===== config.mk =====
export PLATFORM = sky130hd
export DESIGN_NAME = if_fetch
export DESIGN_NICKNAME = d
export VERILOG_FILES = /design/src/rtl/if_fetch.sv
export SDC_FILE = /design/constraint.sdc
export NUM_CORES = 1
export LEC_CHECK = 0
export CORE_MARGIN = 2
export CORE_UTILIZATION = 30
export DETAILED_ROUTE_END_ITERATION = 10
export DONT_BUFFER_PORTS = 1
export SYNTH_ARGS = -nofsm -noshare
export SYNTH_HDL_FRONTEND = slang
export SYNTH_SLANG_ARGS = --single-unit

===== constraint.sdc =====
create_clock -name clk_i -period 2.1 [get_ports clk_i]
set_clock_uncertainty 0.2 [all_clocks]
set_input_delay 0.21 -clock clk_i [delete_from_list [all_inputs] [get_ports clk_i]]
set_output_delay 0.21 -clock clk_i [all_outputs]
set_load 0.005 [all_outputs]

===== src/rtl/if_fetch.sv =====
// Instruction-fetch controller: PC register, ROM handshake with wait states, IF/ID register.
// Define IF_ROM_WAIT_EN to build the ROM wait-state counter and stallreq_from_if_o.
module if_fetch #(
   parameter int unsigned ROM_WAIT = 2,
   parameter logic [31:0] RESET_PC = 32'h0000_0000
) (
   input  logic        clk_i,
   input  logic        rst_i,
   input  logic [5:0]  stall_i,
   input  logic        branch_flag_i,
   input  logic [31:0] branch_target_i,
   output logic        rom_ce_o,
   output logic [31:0] rom_addr_o,
   input  logic [31:0] rom_data_i,
   output logic        stallreq_from_if_o,
   output logic [31:0] pc_o,
   output logic [31:0] inst_o
);

   localparam logic [31:0] NOP = 32'h0000_0013;

   typedef enum logic [1:0] {IDLE, FETCH, HOLD} state_e;

   state_e      state_q;
   logic [31:0] pc_q;
   logic [31:0] buf_q;
   logic [31:0] if_pc_q;
   logic [31:0] if_inst_q;
   logic        rom_ce_q;

   logic        done;
   logic [31:0] word_d;
   logic [31:0] pc_d;
   logic [31:0] if_inst_d;

   // Only the PC stall bit matters here; IF_ID is never released while PC is held.
   logic        unused_stall;
   assign unused_stall = ^stall_i[5:1];

`ifdef IF_ROM_WAIT_EN
   localparam logic [3:0] WAIT_C = 4'(ROM_WAIT);
   logic [3:0] cnt_q;
   assign done = ((state_q == FETCH) && (cnt_q == 4'd0)) || (state_q == HOLD);
   assign stallreq_from_if_o = (state_q == FETCH) && (cnt_q != 4'd0);
`else
   assign done = (state_q == FETCH) || (state_q == HOLD);
   assign stallreq_from_if_o = 1'b0;
`endif

   // HOLD replays the captured word so the ROM is never re-read on release.
   assign word_d    = (state_q == HOLD) ? buf_q : rom_data_i;
   assign pc_d      = branch_flag_i ? branch_target_i : pc_q + 32'd4;
   assign if_inst_d = branch_flag_i ? NOP : word_d;

   always_ff @(posedge clk_i) begin
      if (rst_i) begin
         state_q   <= IDLE;
         pc_q      <= RESET_PC;
         buf_q     <= 32'h0;
         if_pc_q   <= 32'h0;
         if_inst_q <= NOP;
         rom_ce_q  <= 1'b0;
`ifdef IF_ROM_WAIT_EN
         cnt_q     <= 4'd0;
`endif
      end else begin
         case (state_q)
            IDLE: begin
               state_q  <= FETCH;
               rom_ce_q <= 1'b1;
`ifdef IF_ROM_WAIT_EN
               cnt_q    <= WAIT_C;
`endif
            end
            FETCH, HOLD: begin
               if (done) begin
                  if (stall_i[0]) begin
                     if (state_q == FETCH) buf_q <= rom_data_i;
                     state_q  <= HOLD;
                     rom_ce_q <= 1'b0;
                  end else begin
                     pc_q      <= pc_d;
                     if_pc_q   <= pc_q;
                     if_inst_q <= if_inst_d;
                     state_q   <= FETCH;
                     rom_ce_q  <= 1'b1;
`ifdef IF_ROM_WAIT_EN
                     cnt_q     <= WAIT_C;
`endif
                  end
               end
`ifdef IF_ROM_WAIT_EN
               else begin
                  cnt_q <= cnt_q - 4'd1;
               end
`endif
            end
            default: begin
               state_q  <= IDLE;
               rom_ce_q <= 1'b0;
            end
         endcase
      end
   end

   assign rom_ce_o   = rom_ce_q;
   assign rom_addr_o = pc_q;
   assign pc_o       = if_pc_q;
   assign inst_o     = if_inst_q;

endmodule


# [After elaboration in Yosys (flattened, before gate mapping)]
# Index checks and enable logic that the tools add are counted.
[op_classes] add_sub_neg=1 eq_ne=3 n_mux=9 n_bitwise=1 n_reduce_logical=5
[ops] op="$mux W32" count=3
[ops] op="$add A32 B3 Y32 const B" count=1
[ops] op="$mux W2" count=2
[ops] op="$pmux W2 S2" count=1
[ops] op="$reduce_and A4 Y1" count=1
[ops] op="$reduce_and A3 Y1" count=1
[ops] op="$eq A2 B1 Y1 const B" count=1
[ops] op="$eq A2 B2 Y1 const B" count=1
[ops] op="$logic_not A2 Y1" count=1
[ops] op="$mux W1" count=2
[ops] op="$ne A2 B2 Y1 const B" count=1
[ops] op="$pmux W1 S2" count=1
[ops] op="$reduce_or A2 Y1" count=1
[ops] op="$logic_or A1 B1 Y1" count=1
[ops] op="$not A1 Y1" count=1
[word_totals] wordCells=25 output_inout_bits=98 inputBits=73 register_bits=131

# [Logic depth before layout (Yosys ltp)]
# Gate-level depths: netlist of the first run.
[logic_depth] word_depth=4 mapped_depth=8 ltp_nobuf=7

# [Worst setup path after synthesis of the first run]
# No wires, ideal clock.
[synth_timing] kind="register -> register" from="reg state_q[0]" to="reg if_inst_q[24] (netlist: inst_o[24])" t_arrival_ps=1650 n_path_buf=2 path_stages_with_launch=8 required_time_ps=1772 slack_ps=122 setup_time_ps=128 period_less_slack_ps=1978 path_cell_list="dfxtp_1 inv_1 ha_1 clkbuf_1 clkbuf_1 mux2_2 a22oi_1 nor2_1"
[synth_via] elab_chain_len=3 elab_cells_between_ends=7 cone_classes="2 x eq/ne; 2 x mux; 3 x reduce/logical"
[synth_lines] item="start: declaration" line_no="24" text="state_e state_q;"
[synth_lines] item="start signal: assignment" line_no="57" text="state_q <= IDLE;"
[synth_lines] item="start signal: assignment" line_no="69" text="state_q <= FETCH;"
[synth_lines] item="start signal: assignment" line_no="79" text="state_q <= HOLD;"
[synth_lines] item="$eq A2 B2 Y1 or $eq A2 B1 Y1 (tied branches)" line_no="46, 51, 67"
[synth_lines] item="$reduce_or A2 Y1, or another cell as far along" line_no="67" text="case (state_q)"
[synth_lines] item="$reduce_and A3 Y1 (no source line) or $mux W32 (tied branches)"
[synth_lines] item="end signal: assignment" line_no="84" text="if_inst_q <= if_inst_d;"
[synth_lines] item="end: declaration" line_no="28" text="logic [31:0] if_inst_q;"
# Parallel ways exist; a longest one is shown, timed or not.
# A chain may end at the register's enable or synchronous reset.

# [Worst setup path in the final report of the first run]
[layout_timing] from="reg pc_q[2] (netlist: rom_addr_o[2])" to="reg pc_q[22] (netlist: rom_addr_o[22])"
[layout_via] elab_chain_len=2
[layout_lines] item="start: declaration" line_no="25" text="logic [31:0] pc_q;"
[layout_lines] item="start signal: assignment" line_no="82" text="pc_q <= pc_d;"
[layout_lines] item="$add A32 B3 Y32" line_no="52" text="assign pc_d = branch_flag_i ? branch_target_i : pc_q + 32'd4;"
[layout_lines] item="$mux W32" line_no="52"
# No other way between the ends.

==> results.json, run 1 <==
{
  "nFillCells": 1912,
  "remaining_drc_errors": 0,
  "row_count": 50,
  "hold_violations": 117,
  "wl_um": 17800,
  "drtAntennaViolNets": 0,
  "num_antenna_cells": 0,
  "synth_compound_area_share_pct": 18.9,
  "antenna_found_initial": 0,
  "critPathMaxFanout": 5,
  "syn_nets": 795,
  "worst_pin_slew_ns": 0.498,
  "cts_buffers": 17,
  "htree_levels": 4,
  "slew_viol_final": 0,
  "hold_path_class": "input pin to flip-flop",
  "end_kind": "flip-flop",
  "leakagePower_uw": 0.00252,
  "clock_latency_ns": 0.42,
  "grt_pass1_wl_um": 27600,
  "async_flop_share_pct": 0,
  "synth_top_family_by_area": "simple AND/OR/NAND/NOR gates",
  "clkTransAtPathRegs_ns": 0.06,
  "grt-ovfl-total": 0,
  "yosys.area.top_type": "dfxtp_1",
  "dieWidth_um": 143,
  "crit_type": "flip-flop to flip-flop",
  "syn2layout_area_growth_pct": 23.4,
  "synthAdderAreaFrac_pct": 1.08,
  "dp.cells": 959,
  "cp.required_ns": 2.21,
  "synthSimpleGateAreaFrac_pct": 22.9,
  "muxShareOfSynthArea_pct": 7.41,
  "num_vias": 5263,
  "worstPathArrival_ns": 2.09,
  "fin_crit_ns": 1.97,
  "grt_max_degree": 123,
  "regToRegStartpoint": "rom_addr_o[2]$_SDFFE_PP0P_",
  "track_usage_pct": 17.6,
  "cp-start-kind": "flip-flop",
  "seq_area_mm2": 0.00260,
  "cts-root-buf": "clkbuf_16",
  "dp_hpwl_um": 11600,
  "maxCapViolations": 0,
  "globalplace.congestion": 0.797,
  "seq_area_frac_synth_pct": 45.1,
  "syn_inst": 717,
  "status": "finished, violations left",
  "grt_pass1_vias": 4908,
  "crit_start": "rom_addr_o[2]$_SDFFE_PP0P_",
  "timing.hold.ws_ns": -0.347,
  "initial_core_util_pct": 30.7,
  "synth.cell_area_mm2": 0.00578,
  "fmax_mhz": 508,
  "synth-xor-area-share_pct": 0,
  "tns_ns": 0,
  "syn_avg_cell_area_um2": 8.06,
  "period_share_pct": 93.8,
  "multi_input_comb_area_mm2": 0.00294,
  "layoutNonFillerInstCount": 1014,
  "vdd_ir_drop_max_mv": 0.603,
  "core_mm2": 0.0188,
  "ys.flop_type": "dfxtp_1",
  "power_density_mw_per_mm2": 908,
  "synth_top_area_share_pct": 45.1,
  "die-area_mm2": 0.0204,
  "cts_tree": "yes",
  "die_h_um": 143,
  "synth-edff-count": 0,
  "clock_path_buffers": 2,
  "io_pins": 171,
  "grt_setup_unrepaired": "false",
  "drt-initial-drc-count": 307,
  "first_pass_iters": 5,
  "relSlewSlack_pct": 66.7,
  "wl_per_cell_um": 17.5,
  "vias_per_cell": 5.19,
  "ys_warn_count": 0,
  "portBuffers": 0,
  "nets": 819,
  "synthTopCellsByArea": "dfxtp_1 (45%), nand2_1 (10%), a21oi_1 (7.1%)",
  "setup_viol_count_final": 0,
  "drive_gt1_share_pct": 15.3,
  "worstHoldStart": "rst_i",
  "synth-seq-cells": 130,
  "cts.sinks": 130,
  "violations": "hold timing",
  "synth_cell_type_count": 50
}
[routing by layer]
metal  track usage [%]  up-vias  routed length [µm]
li1                  -     2568                   -
met1              21.6     2471                7430
met2              27.5      205                8130
met3              7.78       19                1930
met4              5.73        0                 288
met5                 0        -                   0
[per-stage QoR]
step	hold slack, ns	area (µm²)	power (µW)	utilization, %	setup slack [ns]
2_1_floorplan	0.146	5780	3210	-	0.122
3_3_place_gp	0.0853	6290	3420	33.4	0.103
3_5_place_dp	0.0873	6290	3430	33.4	0.0722
4_1_cts	-0.371	7070	6530	37.5	0.0394
5_1_grt	-0.364	7130	6730	37.9	0.000537
6_report	-0.347	7130	6470	37.9	0.130
[cell type report]
| class | instances | share of cell area, % |
|---|---|---|
| clock buffer | 22 | 6.37 |
| clock inverter | 10 | 1.88 |
| inverter | 6 | 0.316 |
| multi-input combinational | 520 | 41.3 |
| sequential | 130 | 36.5 |
| tap | 260 | 4.56 |
| timing repair buffer | 66 | 9.09 |
[worst paths after layout]
check | end | slack, ns | depth (start not counted)
worst max-delay path | rom_addr_o[22]$_SDFFE_PP0P_ | 0.13 | 7
worst min-delay path | pc_o[28]$_SDFFE_PP0P_ | -0.35 | 1
worst max register to register | rom_addr_o[22]$_SDFFE_PP0P_ | 0.13 | 7
worst min register to register | buf_q[27]$_SDFFE_PP0P_ | 0.25 | 2
[cells in the final DEF, fill, tap and decap left out, types with 5 or more instances in the layout]
cell / instances
nor2_1: 62
dlygate4sd3_1: 21
nor3_1: 11
mux2_2: 29
mux2i_1: 9
and3_1: 12
nand2_1: 156
o21ai_0: 16
inv_1: 5
a211oi_1: 8
dfxtp_1: 130
nor4_1: 5
and4_1: 5
a21oi_1: 82
nand4_1: 15
nand3_1: 19
buf_4: 37
buf_12: 8
clkbuf_16: 17
a22oi_1: 34
a31oi_1: 5
[synthesized netlist by cell type, types with 2 or more instances]
cell type and count:
o211ai_1 4, inv_1 5, nor3_1 11, nand2_1 156, o22ai_1 2, buf_2 10
a21oi_1 82, mux2_2 29, a22o_1 2, a31oi_1 5, o21ai_1 4, mux2i_1 9
nor2b_1 2, or3_1 2, o21ai_0 16, nand3_1 19, a32o_1 4, buf_1 9
nand4_1 15, ha_1 5, a22oi_1 34, clkbuf_1 41, dfxtp_1 130, and4_1 5
a21o_1 2, a31o_1 2, o31ai_1 4, and3_1 12, a211oi_1 8, and2_1 2
nor2_1 63, nor4_1 5
[logic make-up (layout without fill, tap and decap cells)]
logic type,after synthesis,after routing
mux,39,39
simple gates,298,298
other cells,1,1
compound gates,177,177
flops,130,130
buf+inv,67,104
fa+ha+maj,5,5
[worst max-delay path, stage by stage, from the launching register on]
cell	delay, ns
dfxtp_1	0.33
ha_1	0.23
nand3_2	0.13
nor3_4	0.37
buf_4	0.20
a31o_1	0.15
a21oi_1	0.07
o21a_1	0.18
[state kept, by name (all words and copies together) (netlist names)]
register and count:
state_q 2, rom_addr_o 32, pc_o 32, buf_q 32, inst_o 32
[repair_timing]
item / in CTS / in global routing
hold buffers: 18 / 4
resized for setup: 0 / 2
endpoints found under the hold margin: 130 / 117
setup buffers: 0 / 1
setup endpoints to repair: 0 / 4
[power breakdown]
group | internal, µW | switching [µW] | total [µW]
Sequential | 2590 | 107 | 2700
Clock | 1890 | 1150 | 3040
Combinational | 319 | 416 | 735
No activity file was read; power rests on OpenSTA's default activity.
==> run 2, diff against run 1 <==
--- a/config.mk
+++ b/config.mk
@@ -9,6 +9,7 @@
 export CORE_UTILIZATION = 30
 export DETAILED_ROUTE_END_ITERATION = 10
 export DONT_BUFFER_PORTS = 1
+export REMOVE_ABC_BUFFERS = 1
 export SYNTH_ARGS = -nofsm -noshare
 export SYNTH_HDL_FRONTEND = slang
 export SYNTH_SLANG_ARGS = --single-unit
==> run 2 against run 1 <==
  * The run still ends with hold timing left
  * Non-clock buffer count up 1
  * Critical endpoint is now rom_addr_o[14]$_SDFFE_PP0P_
  * Final cell count hardly changed
  * Largest power group unchanged
  * Critical path type unchanged
  * Utilization increased by 0.13 points
==> results.json, run 2 (synthesis results as in run 1) <==
{
  "status": "finished, violations left",
  "violations": "hold timing",
  "track_usage_pct": 16.8,
  "fin_crit_ns": 1.95,
  "clock_latency_ns": 0.42,
  "io_pins": 171,
  "worstPathArrival_ns": 2.06,
  "grt_pass1_vias": 5023,
  "clock_path_buffers": 2,
  "antenna_found_initial": 0,
  "critPathMaxStageDelay_ns": 0.33,
  "first_pass_iters": 5,
  "vdd_ir_drop_max_mv": 0.485,
  "final_common_cell": "nand2_1",
  "cts-root-buf": "clkbuf_16",
  "grt_pass1_wl_um": 26700,
  "relSlewSlack_pct": 62.3,
  "drtAntennaViolNets": 0,
  "vias_per_cell": 5.14,
  "htree_levels": 4,
  "wl_met3_um": 1190,
  "final_util_pct": 38.0,
  "wl_per_cell_um": 16.9,
  "grt-ovfl-total": 0,
  "path_cells": "ha_1 -> nand3_2 -> nor3_4 -> nand3_1 -> a21o_1 -> a32o_1",
  "end_kind": "flip-flop",
  "layoutNonFillerInstCount": 1013,
  "cts.sinks": 130,
  "num_antenna_cells": 0,
  "syn2layout_area_growth_pct": 23.9,
  "clkTransAtPathRegs_ns": 0.06,
  "dr_wl_met2_um": 7930,
  "top_layer_used": "met4",
  "drt-initial-drc-count": 327,
  "wl_met1_um": 7640,
  "hold_violations": 122,
  "period_share_pct": 92.9,
  "crit_family": "simple AND/OR/NAND/NOR gates",
  "nets": 820,
  "path_buf_inv": 0,
  "cp.required_ns": 2.21,
  "cp-start-kind": "flip-flop",
  "timing.hold.ws_ns": -0.333,
  "cts_tree": "yes",
  "core_mm2": 0.0188,
  "die-area_mm2": 0.0204,
  "leakagePower_uw": 0.00253,
  "row_count": 50,
  "fmax_mhz": 512,
  "layout_common_cells": "nand2_1 (156), dfxtp_1 (130), a21oi_1 (82)",
  "crit_type": "flip-flop to flip-flop",
  "dp_hpwl_um": 11000,
  "grt_max_degree": 123,
  "placed_area_mm2": 0.00631,
  "worst_pin_slew_ns": 0.564,
  "slew_viol_final": 0,
  "portBuffers": 0,
  "hold_path_class": "input pin to flip-flop",
  "wl_um": 17100,
  "drive_gt1_share_pct": 15.4,
  "cts_buffers": 17,
  "num_vias": 5211,
  "design_area_mm2": 0.00716,
  "dp.cells": 961,
  "cpMaxStageDelayCell": "dfxtp_1",
  "setup_viol_count_final": 0,
  "maxCapViolations": 0,
  "critPathMaxFanout": 6,
  "power_density_mw_per_mm2": 904,
  "remaining_drc_errors": 0,
  "die_h_um": 143,
  "initial_core_util_pct": 30.7,
  "dieWidth_um": 143,
  "globalplace.congestion": 0.765
}
==> run 2: cell count changes in the layout (fill, tap and decap cells not counted), moves of 2 or more <==
cell / delta
buf_4: +2
clkinvlp_4: -2
dlygate4sd3_1: -3
clkinv_2: -2
clkbuf_8: +3
==> run 2: report_power, final <==
part	leakage, µW	switching, µW	total, µW	internal (µW)
Combinational	0.00118	415	741	327
Sequential	0.00105	108	2700	2590
Clock	0.000293	1050	3030	1980
Total	0.00253	1570	6470	4900
==> run 2: final cells by class <==
| class | instances | area, µm² |
|---|---|---|
| Clock buffer | 25 | 495 |
| Clock inverter | 5 | 100 |
| Fill cell | 1926 | 11700 |
| Inverter | 6 | 22.5 |
| Multi-Input combinational cell | 520 | 2930 |
| Sequential cell | 130 | 2600 |
| Tap cell | 260 | 325 |
| Timing Repair Buffer | 67 | 678 |
==> run 2: final timing paths <==
path / startpoint / cells past startpoint / endpoint / slack [ns]
max: rom_addr_o[3]$_SDFFE_PP0P_ / 6 / rom_addr_o[14]$_SDFFE_PP0P_ / 0.15
min: rst_i / 1 / pc_o[9]$_SDFFE_PP0P_ / -0.33
max reg2reg: rom_addr_o[3]$_SDFFE_PP0P_ / 6 / rom_addr_o[14]$_SDFFE_PP0P_ / 0.15
min reg2reg: buf_q[24]$_SDFFE_PP0P_ / 2 / buf_q[24]$_SDFFE_PP0P_ / 0.25
==> run 2: metrics by stage <==
step                      power, µW  TNS (ns)  setup WS [ns]
final                          6470         0          0.148
after global routing           6760  -0.00162       -0.00162
after CTS                      6520         0          0.123
after detailed placement       3430         0          0.136
after global placement         3410         0          0.150
after floorplan                3140   -140.96          -2.01
==> run 2: timing repair <==
action,4_1_cts,5_1_grt
endpoints found under the hold margin,130,122
resized for setup,0,1
setup buffers,0,2
endpoints found under the setup margin,0,3
hold buffers,13,6
==> run 2: worst register-to-register path: stages (launching register included) <==
cell and delay, ns:
dfxtp_1 0.33, ha_1 0.24, nand3_2 0.16, nor3_4 0.32, nand3_1 0.16, a21o_1 0.20
a32o_1 0.24
==> run 2: per-layer routing <==
metal	up-vias	track usage, %
met5	-	0
met4	0	6.98
met3	21	5.30
met2	153	26.1
met1	2468	21.5
li1	2569	-
